`src/rtl/fetch_unit.sv`:
```
// Instruction-fetch stage: drives the instruction-memory address, absorbs the
// memory's one-cycle read latency and hands pc/instruction pairs to decode.
module fetch_unit #(
    parameter int                PC_W     = 10,
    parameter int                INSTR_W  = 32,
    parameter logic [PC_W-1:0]   RESET_PC = '0,
    parameter int                CNT_W    = 16
) (
    input  logic                 CLK_SYS,
    input  logic                 RST_SYS,
    input  logic                 stall,
    input  logic                 redirect_valid,
    input  logic [PC_W-1:0]      redirect_pc,
    output logic [PC_W-1:0]      pc,
    input  logic [INSTR_W-1:0]   instr_in,
    output logic [INSTR_W-1:0]   if_instr,
    output logic [PC_W-1:0]      if_pc,
    output logic                 if_valid,
    output logic [CNT_W-1:0]     fetch_count
);

    logic [PC_W-1:0]  r_pc;
    logic [PC_W-1:0]  r_req_pc;
    logic             r_req_valid;
    logic [PC_W-1:0]  w_redirect_next;

    // On stall the in-flight address is replayed so instr_in stays stable.
    always_comb begin
        if (redirect_valid)
            pc = redirect_pc;
        else if (stall)
            pc = r_req_pc;
        else
            pc = r_pc;
    end

    assign w_redirect_next = redirect_pc + PC_W'(1);

    always_ff @(posedge CLK_SYS or posedge RST_SYS) begin
        if (RST_SYS) begin
            r_pc        <= RESET_PC;
            r_req_pc    <= '0;
            r_req_valid <= 1'b0;
            if_instr    <= '0;
            if_pc       <= '0;
            if_valid    <= 1'b0;
            fetch_count <= '0;
        end else if (redirect_valid) begin
            // The word arriving now is wrong-path: squash it, keep old if_* data.
            r_pc        <= w_redirect_next;
            r_req_pc    <= redirect_pc;
            r_req_valid <= 1'b1;
            if_valid    <= 1'b0;
        end else if (!stall) begin
            r_pc        <= r_pc + PC_W'(1);
            r_req_pc    <= r_pc;
            r_req_valid <= 1'b1;
            if_instr    <= instr_in;
            if_pc       <= r_req_pc;
            if_valid    <= r_req_valid;
            if (r_req_valid)
                fetch_count <= fetch_count + CNT_W'(1);
        end
    end

endmodule

```
`config.mk`:
```
export PLATFORM = sky130hd
export DESIGN_NAME = fetch_unit
export DESIGN_NICKNAME = d
export VERILOG_FILES = /design/src/rtl/fetch_unit.sv
export SDC_FILE = /design/constraint.sdc
export NUM_CORES = 1
export LEC_CHECK = 0
export BUFFER_PORTS_ARGS = -buffer_cell sky130_fd_sc_hd__buf_2
export CAP_MARGIN = 20
export CORE_ASPECT_RATIO = 1.4
export CORE_MARGIN = 3
export CORE_UTILIZATION = 54
export DETAILED_ROUTE_END_ITERATION = 6
export GPL_TIMING_DRIVEN = 0
export PLACE_DENSITY = 0.84
export SYNTH_ARGS = -nofsm -noshare
export SYNTH_HDL_FRONTEND = slang
export SYNTH_SLANG_ARGS = --single-unit
```
`constraint.sdc`:
```
create_clock -name CLK_SYS -period 3.61 [get_ports CLK_SYS]
set_input_delay 0 -clock CLK_SYS [delete_from_list [all_inputs] [get_ports CLK_SYS]]
set_output_delay 0 -clock CLK_SYS [all_outputs]
set_load 0.05 [all_outputs]
```
---- Word level (Yosys, flattened, before mapping) ----
Index checks and enable logic that the tools add are counted.
storage, ports and cells
  bits in registers ....................... 80
  input port bits ......................... 46
  word-level logic and storage cells ...... 23
cells by class
  $add $sub $neg .......................... 3
  equality and inequality tests ........... 1
  multiplexer cells ....................... 8
  bitwise operators ....................... 2
  reductions and logical operators ........ 2
operator list
  operator               count
  $mux 10                4
  $add 10x1->10 const B  2
  $add 16x1->16 const B  1
  $mux 1                 4
  $reduce_and 3->1       1
  $ne 2x1->1 const B     1
  $not 1->1              2
  $reduce_and 2->1       1

---- Longest topological paths before layout ----
Gate-level depths: netlist (run 1).
  depth after elaboration ................. 3
  depth in mapped cells ................... 10
  gate-level depth less buffers ........... 6

---- Worst setup path before layout (run 1) ----
Ideal clock, no wire load.
  kind .................................... input-to-reg
  start ................................... input port redirect_valid
  end ..................................... register r_req_pc[1]
  library setup time ...................... 0.248 ns
  data arrival time ....................... 1.831 ns
  required time ........................... 3.362 ns
  path slack .............................. 1.531 ns
  stages on the path ...................... 5
  cell sequence ........................... buf_2 -> buf_2 -> buf_2 -> buf_1 -> o21ai_0
on the way
  word-level cells in the longest chain between the ends .. 1
ends and longest elaborated chain
  what                  line  text
  start, declared       12    input logic redirect_valid,
  $mux 10               -
  via pc[1]             14    output logic [PC_W-1:0] pc,
  end signal, assigned  51    r_req_pc <= redirect_pc;
  end signal, assigned  56    r_req_pc <= r_pc;
  end, declared         23    logic [PC_W-1:0] r_req_pc;
The timed path passes the listed nets, and every way through them passes these cells.
A chain may end at the register's enable or synchronous reset.

---- Worst setup path after layout (run 1) ----
  start ................................... input port redirect_valid
  end ..................................... register r_pc[4]
on the way
  word-level cells in the longest chain between the ends .. 1
  elaborated cells on any way between the ends .. 2
  those cells by class .................... eq/ne (1); mux (1)
ends and longest elaborated chain
  what                                                    line  text
  $ne 2x1->1 (no source line) or $mux 10 (tied branches)  -
  end signal, assigned                                    50    r_pc <= w_redirect_next;
  end signal, assigned                                    55    r_pc <= r_pc + PC_W'(1);
  end, declared                                           22    logic [PC_W-1:0] r_pc;
Several ways; a longest one is shown, not always the timed one.

==> metrics, run 1 <==
status complete, no violations; Max stage delay cell, worst path buf_1; Synth warnings 0; Place WS around 1200 ps; Slew Limit Headroom 60.8%; total grt overflow 0; crit path cell chain buf_2, buf_2, buf_2, buf_1, nand2_1, o21ai_0, ha_1, nor2b_1, a31oi_1, o32ai_1; Total Routed Length between 8000 and 9000 um; fin util 77.6%; Critical Path Start Type input pin; synth unique cells 41; Crit Path Class in2reg; total clock buffers created by CTS 9; WL/cell around 17 um; setup TNS 0 ps; Peak supply drop between 0.3 and 0.4 mV; Post-Synthesis Cells 285; Layout Cells excl Fill between 500 and 600; HP Class in2reg; Post-DRT Antenna Nets 0; initial antenna violation count 0; placeable core region between 0.006 and 0.007 mm2; drt drc 0; endpoint type of the worst setup path flop; hold slack 20.4 ps; Layout Nets around 500; crit path time final about 2100 ps; initial core utilization 56.5%; Worst path max stage delay around 420 ps; sequential area share after synthesis roughly 56%; Yosys top cell by area dfrtp_1; Syn Std Cell Area 0.00355 mm2; Pwr Total around 2.9 mW; drt pass-1 iters 4; Routability Congestion between 0.8 and 0.9; clk root buf clkbuf_8; synth top area cells dfrtp_1, mux2_2, mux2i_1; DIE WIDTH 74.6 um; routed vias/inst roughly 5.4; asr flop ratio synth 100%; GRT Total Usage about a quarter; placed inst area 0.00424 mm2; CTS tree done; WP buf/inv 4; ANT cells 0; count leader, synth dfrtp_1; top cell type's share of synthesized area between 50 and 60%; CP startpoint redirect_valid; detailed placer's ending HPWL between 5000 and 6000 um; Hold Path Origin redirect_pc[5]; vias in the first global route around 3,000; die height between 100 and 150 um; worst r2r src fetch_count[0]$_DFFE_PP0P_; ys flop type dfrtp_1; Most common cell on crit path buf_2; Layout area overhead 37.5%; Leak Pwr roughly 2.4 nW; Max Transition Viols Final 0; Final setup viols 0; H-Tree Depth 3; Die ar. between 0.007 and 0.008 mm2; First DRT Iteration DRCs approximately 140; row cnt 34; flops & latches, synth 80; Clock Pin Slew Worst Setup and Hold Paths about 80 ps; reg2reg setup slack 1870 ps; syn avg cell area 12.5 um2; IO buf count between 100 and 150; first-pass GRT wire length approximately 14,000 um; RSZ-0062 raised after global routing no; later-pin clock latency in the skew report between 300 and 400 ps; Post-synth top cells dfrtp_1, mux2_2, nand2_1, o21ai_0, mux2i_1; cts hold-fix bufs 40; clk_skew 9.20 ps; crit share post-route about 60%; pin count of the biggest net entering global routing 54; register area ~0.0020 mm2; CP max FO 10; share of layout cells above drive strength 1 approximately two fifths; Max Fclk ~470 MHz; Post-synth EDFFs 0; post-placement cell count approximately 470; syn nets 333; clock sink total 80; fillers approximately 420; final hold vios 0; fin worst setup slack 1470 ps; PwrDens just under 600 mW/mm2; FF-to-FF path depth 5; post-CTS sizing 0; post-CTS setup buffer count 0; Final Instance Area roughly 0.005 mm2; Via Count roughly 2,900; R2R Path End fetch_count[14]$_DFFE_PP0P_; CTS max path bufs 2; Worst Path Required 3850 ps; CP endpoint r_pc[4]$_DFFE_PP0P_; Ports 115; Max-Cap Viols 0; Worst Path Arrival 2380 ps; Worst path depth 10; CP top delay family buffers and inverters; Least-Margin Pin Slew ~580 ps; footprint of the multi-input gates about 0.0015 mm2
[layout make-up]
class	count	share of cell area [%]
repair buffers	154	20.3
clock buffers	11	2.89
well taps	72	1.84
flip-flops and latches	80	41.0
clock inverters	5	2.13
plain buffers	12	1.15
inverters	7	0.589
multi-input cells	186	30.1
[flip-flops by register name (all words and copies together), names as in the netlist]
name,count
if_valid,1
r_req_pc,10
r_req_valid,1
r_pc,10
if_pc,10
if_instr,32
fetch_count,16
[metal layers]
layer  global-route usage (%)  up-vias  part of all wire [%]
li1                         -     1352                     -
met1                     27.0     1394                    39
met2                     43.5      109                    55
met3                     5.22       14                   5.0
met4                     9.32        0                   1.5
met5                        0        -                     0
[kinds of logic (layout without fill, tap and decap cells)]
family                   count (synthesis)  count (layout)  share of synthesized area, %
multiplexers                            58              58                          17.9
XOR/XNOR                                24              24                          5.91
adder cells (fa/ha/maj)                  2               2                         0.704
flip-flops                              80              80                          56.3
AND/OR/NAND/NOR                         68              68                          10.6
AO/OA/AOI/OAI                           34              34                          6.27
buffers and inverters                   19             189                          2.32
[worst min-delay path by stage]
stage / end / cells past startpoint
final: r_req_pc[5]$_DFF_PP0_ / 3
after global routing: r_req_pc[5]$_DFF_PP0_ / 3
after CTS: r_req_pc[2]$_DFF_PP0_ / 3
after detailed placement: if_instr[10]$_DFFE_PP0N_ / 2
after global placement: if_instr[12]$_DFFE_PP0N_ / 2
after floorplan: if_instr[29]$_DFFE_PP0N_ / 1
[report_power, final]
group,total (mW),internal [mW],switching [mW]
clock,0.796,0.479,0.317
sequential,1.15,1.03,0.116
combinational,0.910,0.274,0.636
[placed cells by master, fill, tap and decap left out, types with 3 or more instances in the layout]
master	instances
bufinv_16	3
nand2_1	19
dlygate4sd3_1	40
nor2_1	11
xnor2_1	12
nor2b_1	3
xor2_1	12
a21oi_1	5
mux2_2	45
mux2i_1	13
buf_2	122
nand3_1	9
nor4_1	3
nand4_1	4
nor3_1	3
clkbuf_8	10
o21ai_0	15
and3_1	4
dfrtp_1	80
inv_1	6
[worst reg2reg max path: cells and delay by family (launching register included)]
| family | cells | cell delay (ps) |
|---|---|---|
| simple gates | 3 | 790 |
| flops | 1 | 470 |
| fa+ha+maj | 1 | 230 |
| xor+xnor | 1 | 160 |
(Power assumes the default switching activity.)
==> run 2, diff against run 1 <==
--- a/config.mk
+++ b/config.mk
@@ -9,10 +9,10 @@
 export CAP_MARGIN = 20
 export CORE_ASPECT_RATIO = 1.4
 export CORE_MARGIN = 3
-export CORE_UTILIZATION = 54
+export CORE_UTILIZATION = 46
 export DETAILED_ROUTE_END_ITERATION = 6
 export GPL_TIMING_DRIVEN = 0
-export PLACE_DENSITY = 0.84
+export PLACE_DENSITY = 0.76
 export SYNTH_ARGS = -nofsm -noshare
 export SYNTH_HDL_FRONTEND = slang
 export SYNTH_SLANG_ARGS = --single-unit
==> constraint.sdc (replaced) <==
create_clock -name CLK_SYS -period 1.8 [get_ports CLK_SYS]
set_input_delay 0 -clock CLK_SYS [delete_from_list [all_inputs] [get_ports CLK_SYS]]
set_output_delay 0 -clock CLK_SYS [all_outputs]
set_load 0.05 [all_outputs]
==> metrics, run 2 (synthesized netlist as in run 1, its figures left out) <==
Total Routed Length 8430 um (-3.3%); initial core utilization 47.7% (-8.8 points); IO buf count 113 (unchanged); Post-DRT Antenna Nets 0 (unchanged); drt drc 0 (unchanged); CP max FO 10 (unchanged); reg2reg setup slack 220 ps (-1650 ps); max reg flops 32 (unchanged); Crit Path Class in2reg; Most common cell on crit path clkbuf_4; ANT cells 0 (unchanged); hold slack 13.4 ps (-7.07 ps); first-pass GRT wire length 13,200 um (-5.4%); WP buf/inv 4 (unchanged); share of layout cells above drive strength 1 43.8% (+1.8 points); Worst path max stage delay 280 ps (-140 ps); setup TNS 0 ps (unchanged); placeable core region 0.00745 mm2 (+18%); DIE WIDTH 80.3 um (+7.7%); Least-Margin Pin Slew 828 ps (+246 ps); total grt overflow 0 (unchanged); initial antenna violation count 0 (unchanged); fillers 586 (+39%); Final setup viols 0 (unchanged); CP top delay family buffers and inverters; Clock Pin Slew Worst Setup and Hold Paths 80 ps (about the same); CTS max path bufs 2 (unchanged); crit share post-route between 90% and 100%; row cnt 37 (+8.8%); RSZ-0062 raised after global routing no; First DRT Iteration DRCs 87 (-36%); final hold vios 0 (unchanged); Worst Path Arrival 1860 ps (-520 ps); GRT Total Usage 19.3% (-4.8 points); WL/cell 15.2 um (-8.0%); HP Class in2reg; crit path time final between 1500 and 2000 ps; Final Instance Area 0.00493 mm2 (+0.90%); register area 0.00201 mm2 (+0.31%); Largest regs if_instr: 32 flops, fetch_count: 16 flops; Max Transition Viols Final 0 (unchanged); Layout Nets 500 (+0.40%); pin count of the biggest net entering global routing 43 (-20%); Leak Pwr 2.38 nW (-0.56%); die height 110 um (+7.9%); crit path cell chain buf_2, clkbuf_4, clkbuf_4, clkbuf_4, nand2_1, o21ai_0, ha_2, nor2b_2, a31oi_1, o32ai_1; Layout area overhead 38.7%; placed inst area 0.00427 mm2 (+0.77%); post-CTS setup buffer count 0 (unchanged); commonest non-fill, non-tap cell in the layout buf_2; fin util 66.1% (-11 points); status complete, no violations; drt pass-1 iters 4 (unchanged); Slew Limit Headroom 44.7% (-16 points); clk root buf clkbuf_8; vias in the first global route 2,802 (-6.7%); Max Fclk ~620 MHz; endpoint type of the worst setup path flop; clock sink total 80 (unchanged); Worst Path Required 2030 ps (-1820 ps); Biggest register if_instr; H-Tree Depth 3 (unchanged); CTS tree done; Routability Congestion 0.837 (-5.7%); later-pin clock latency in the skew report 340 ps (about the same); Ports 115 (unchanged); total clock buffers created by CTS 9 (unchanged); routed vias/inst 5.16 (-5.1%); footprint of the multi-input gates 0.00148 mm2 (+0.77%); Peak supply drop 0.607 mV (+83%); PwrDens 1120 mW/mm2 (+92%); Max-Cap Viols 0 (unchanged); most frequent cells in the layout buf_2, dfrtp_1, mux2_2, dlygate4sd3_1, nand2_1; detailed placer's ending HPWL 5770 um (+1.1%); clk_skew 7.21 ps (-1.99 ps); Via Count 2,861 (-0.28%); Die ar. 0.00883 mm2 (+16%); Max stage delay cell, worst path ha_2; Critical Path Start Type input pin
-- run 2: cell count changes in the layout (fill, tap and decap cells not counted), moves of 2 or more --
cell | previous run | this run
dlygate4sd3_1 | 40 | 42
dfrtp_1 | 80 | 75
buf_2 | 122 | 120
bufinv_16 | 3 | 1
clkbuf_8 | 10 | 13
dfrtp_2 | 0 | 5
clkbuf_4 | 0 | 3
-- run 2: final cells by class --
class / instances / share of cell area [%]
multi-input combinational: 186 / 30.1
clock inverter: 2 / 0.711
clock buffer: 14 / 3.71
tap: 97 / 2.46
inverter: 7 / 0.609
sequential: 80 / 40.7
buffer: 12 / 1.32
timing repair buffer: 156 / 20.4
-- run 2: power breakdown --
part           switching [mW]  internal (mW)  total (mW)
clock network           0.612          0.792        1.40
registers               0.225           2.08        2.30
logic                    1.27          0.555        1.83
-- run 2: routing by layer --
metal	vias up	GRT usage [%]	share of wire [%]
li1	1353	-	-
met1	1411	23.1	40
met2	82	34.2	54
met3	15	3.09	4.3
met4	0	7.85	2.0
met5	-	0	0
-- run 2: what timing repair did --
item / in CTS / in global routing
endpoints found under the hold margin: 79 / 0
hold buffers: 42 / 0
gates resized for setup: 0 / 6
endpoints found under the setup margin: 0 / 6
-- run 2: through the flow --
stage          setup slack, ps  instances  total power [mW]
6_report                   176        554              5.54
2_1_floorplan             -278        285              3.64
3_5_place_dp              -306        496              4.10
3_3_place_gp              -296        495              4.06
5_1_grt                   9.97        554              5.80
4_1_cts                   6.08        554              5.58
-- run 2: worst paths after layout --
check                                              endpoint  depth (start not counted)                        start
worst max-delay path                    r_pc[4]$_DFFE_PP0P_                         10               redirect_valid
max in group asynchronous        fetch_count[0]$_DFFE_PP0P_                          4                      RST_SYS
worst min-delay path                  r_req_pc[7]$_DFF_PP0_                          3               redirect_pc[7]
worst min register to register  fetch_count[15]$_DFFE_PP0P_                          1  fetch_count[15]$_DFFE_PP0P_
min in group asynchronous           if_instr[8]$_DFFE_PP0N_                          3                      RST_SYS
worst max register to register          r_pc[9]$_DFFE_PP0P_                          4          r_pc[2]$_DFFE_PP0P_
-- run 2: worst reg2reg max path, delay by kind of cell, from the launching register on --
kind / cells / cell delay (ps)
AOI/OAI and AO/OA: 2 / 650
and+or+nand+nor: 2 / 380
DFF: 1 / 440
==> run 3, diff against run 2 <==
--- a/config.mk
+++ b/config.mk
@@ -6,7 +6,6 @@
 export NUM_CORES = 1
 export LEC_CHECK = 0
 export BUFFER_PORTS_ARGS = -buffer_cell sky130_fd_sc_hd__buf_2
-export CAP_MARGIN = 20
 export CORE_ASPECT_RATIO = 1.4
 export CORE_MARGIN = 3
 export CORE_UTILIZATION = 46
==> constraint.sdc (replaced) <==
create_clock -name CLK_SYS -period 1.8 [get_ports CLK_SYS]
set_input_delay 0.36 -clock CLK_SYS [delete_from_list [all_inputs] [get_ports CLK_SYS]]
set_output_delay 0.36 -clock CLK_SYS [all_outputs]
set_load 0.05 [all_outputs]
==> metrics, run 3 (synthesized netlist as in run 1, its figures left out) <==
ANT cells 0 (unchanged); footprint of the multi-input gates 0.00157 mm2 (+5.7%); Leak Pwr 2.27 nW (-4.8%); H-Tree Depth 3 (unchanged); GR peak layer met2; register area 0.00201 mm2 (unchanged); max reg flops 32 (unchanged); Seq pwr share 40.8% (-0.8 points); Sw Share 37.6% (-0.53 points); FF-to-FF path depth 4 (unchanged); reg2reg setup slack 180 ps (-40 ps); initial core utilization 47.7% (unchanged); combinational power share 32.7% (-0.3 points); Worst Path Arrival 1400 ps (-460 ps); total grt overflow 0 (unchanged); Critical Path Start Type input pin; worst r2r src r_pc[2]$_DFFE_PP0P_; HP Class in2async; Max-Cap Viols 0 (unchanged); DIE WIDTH 80.3 um (unchanged); fillers 591 (+0.85%); routing usage on met2 32.3% (-1.9 points); Peak supply drop 0.804 mV (+32%); crit share post-route 97.9% (+7.7 points); CTS max path bufs 2 (unchanged); placed inst area 0.00437 mm2 (+2.2%); status complete, no violations; First DRT Iteration DRCs 77 (-11%); Total Routed Length 8010 um (-4.9%); endpoint type of the worst setup path primary output; initial antenna violation count 0 (unchanged); Max Fclk 567 MHz (-7.9%); Final Instance Area 0.00473 mm2 (-4.1%); PwrDens 1200 mW/mm2 (+6.8%); most frequent cells in the layout buf_2, dfrtp_1, mux2_2, nand2_1; first-pass GRT wire length 12,700 um (-3.6%); drt pass-1 iters 4 (unchanged); placeable core region 0.00745 mm2 (unchanged); Largest regs if_instr: 32 flops, fetch_count: 16 flops; Layout area overhead 33.1%; drt drc 0 (unchanged); Worst Path Required 1440 ps (-590 ps); M1 GR Usage 22.0% (-1.2 points); internal power 3.54 mW (+3.3%); clock power share 26.5% (+1.1 points); fin util 63.5% (-2.7 points); Max Transition Viols Final 0 (unchanged); pin count of the biggest net entering global routing 31 (-28%); Die ar. 0.00883 mm2 (unchanged); Routability Congestion 0.830 (-0.82%); Biggest register if_instr; WL/cell 15.6 um (+2.3%); crit path time final 1760 ps (+139 ps); vias in the first global route 2,694 (-3.9%); later-pin clock latency in the skew report 350 ps (about the same); Slew Limit Headroom 54.3% (+9.6 points); total clock buffers created by CTS 9 (unchanged); Ports 115 (unchanged); Switch Pwr 2.13 mW (+1.0%); GRT Total Usage 18.9% (-0.37 points); Via Count 2,673 (-6.6%); die height 110 um (unchanged); CP max FO 10 (unchanged); met3 GRT Util 4.23% (+1.1 points); Least-Margin Pin Slew 684 ps (-143 ps); clk_skew 7.61 ps (+0.393 ps); routed vias/inst 5.19 (+0.50%); Post-DRT Antenna Nets 0 (unchanged); final hold vios 0 (unchanged); CTS tree done; clk root buf clkbuf_8; row cnt 37 (unchanged); Final setup viols 0 (unchanged); IO buf count 113 (unchanged); share of layout cells above drive strength 1 51.0% (+7.2 points); detailed placer's ending HPWL 5870 um (+1.7%); Crit Path Class in2out; commonest non-fill, non-tap cell in the layout buf_2; Layout Nets 461 (-7.8%); clock sink total 80 (unchanged); R2R Path End r_pc[9]$_DFFE_PP0P_; Clock Pin Slew Worst Setup and Hold Paths 80 ps (about the same)
==> run 3: changes by cell type in the layout (fill, tap and decap cells not counted), sizes merged <==
cell,delta
dlygate4sd3,-42
buf,+6
clkbuf,-3
bufinv,+1
clkinv,-1
clkinvlp,+1
inv,-1
==> run 3: power groups by stage <==
stage / clock (mW) / combinational (mW) / sequential, mW
4_1_cts: 1.56 / 1.85 / 2.31
3_3_place_gp: 0 / 1.76 / 2.32
2_1_floorplan: 0 / 0.597 / 3.08
5_1_grt: 1.62 / 1.96 / 2.35
3_5_place_dp: 0 / 1.81 / 2.34
6_report: 1.50 / 1.86 / 2.31
==> run 3: metal layers <==
metal,share of wire (%),wire (um)
met1,40,3230
met2,52,4160
met3,5.2,414
met4,2.5,200
met5,0,0
==> run 3: area by class of cell <==
type / count / area share (%)
Multi-Input combinational cell: 186 / 33.1
Timing Repair Buffer: 118 / 14.2
Buffer: 11 / 2.01
Clock buffer: 14 / 3.65
Tap cell: 97 / 2.57
Sequential cell: 80 / 42.5
Inverter: 7 / 0.714
Clock inverter: 2 / 1.27
==> run 3: worst max-delay path by stage <==
stage                             start    end  slack, ps  cells after the start
floorplan                redirect_valid  pc[1]       -290                      5
finish                            stall  pc[0]         40                      6
global route        r_pc[5]$_DFFE_PP0P_  pc[5]         -6                      4
detailed placement                stall  pc[0]       -350                      6
CTS                               stall  pc[0]        0.3                      6
global placement                  stall  pc[0]       -330                      6
==> run 3: critical path, stage by stage <==
cell     delay, ps
buf_2          130
buf_8          160
buf_8          160
mux2i_4        200
a21oi_4        170
buf_4          220
==> run 3: through the flow <==
step | setup TNS [ps] | worst slack [ps] | hold WS (ps) | cells | total power, mW
finish | 0 | 37.7 | 106 | 515 | 5.67
global route | -5.86 | -5.86 | 141 | 515 | 5.93
CTS | 0 | 0.314 | 103 | 513 | 5.71
detailed placement | -7490 | -351 | 461 | 497 | 4.15
global placement | -6610 | -330 | 454 | 495 | 4.08
floorplan | -3400 | -294 | 479 | 285 | 3.67
==> run 3: what timing repair did <==
action,in CTS,in global routing
resized for setup,26,7
endpoints found under the hold margin,0,0
hold buffers,0,0
pin swaps,1,1
setup buffers,0,3
setup endpoints to repair,10,12
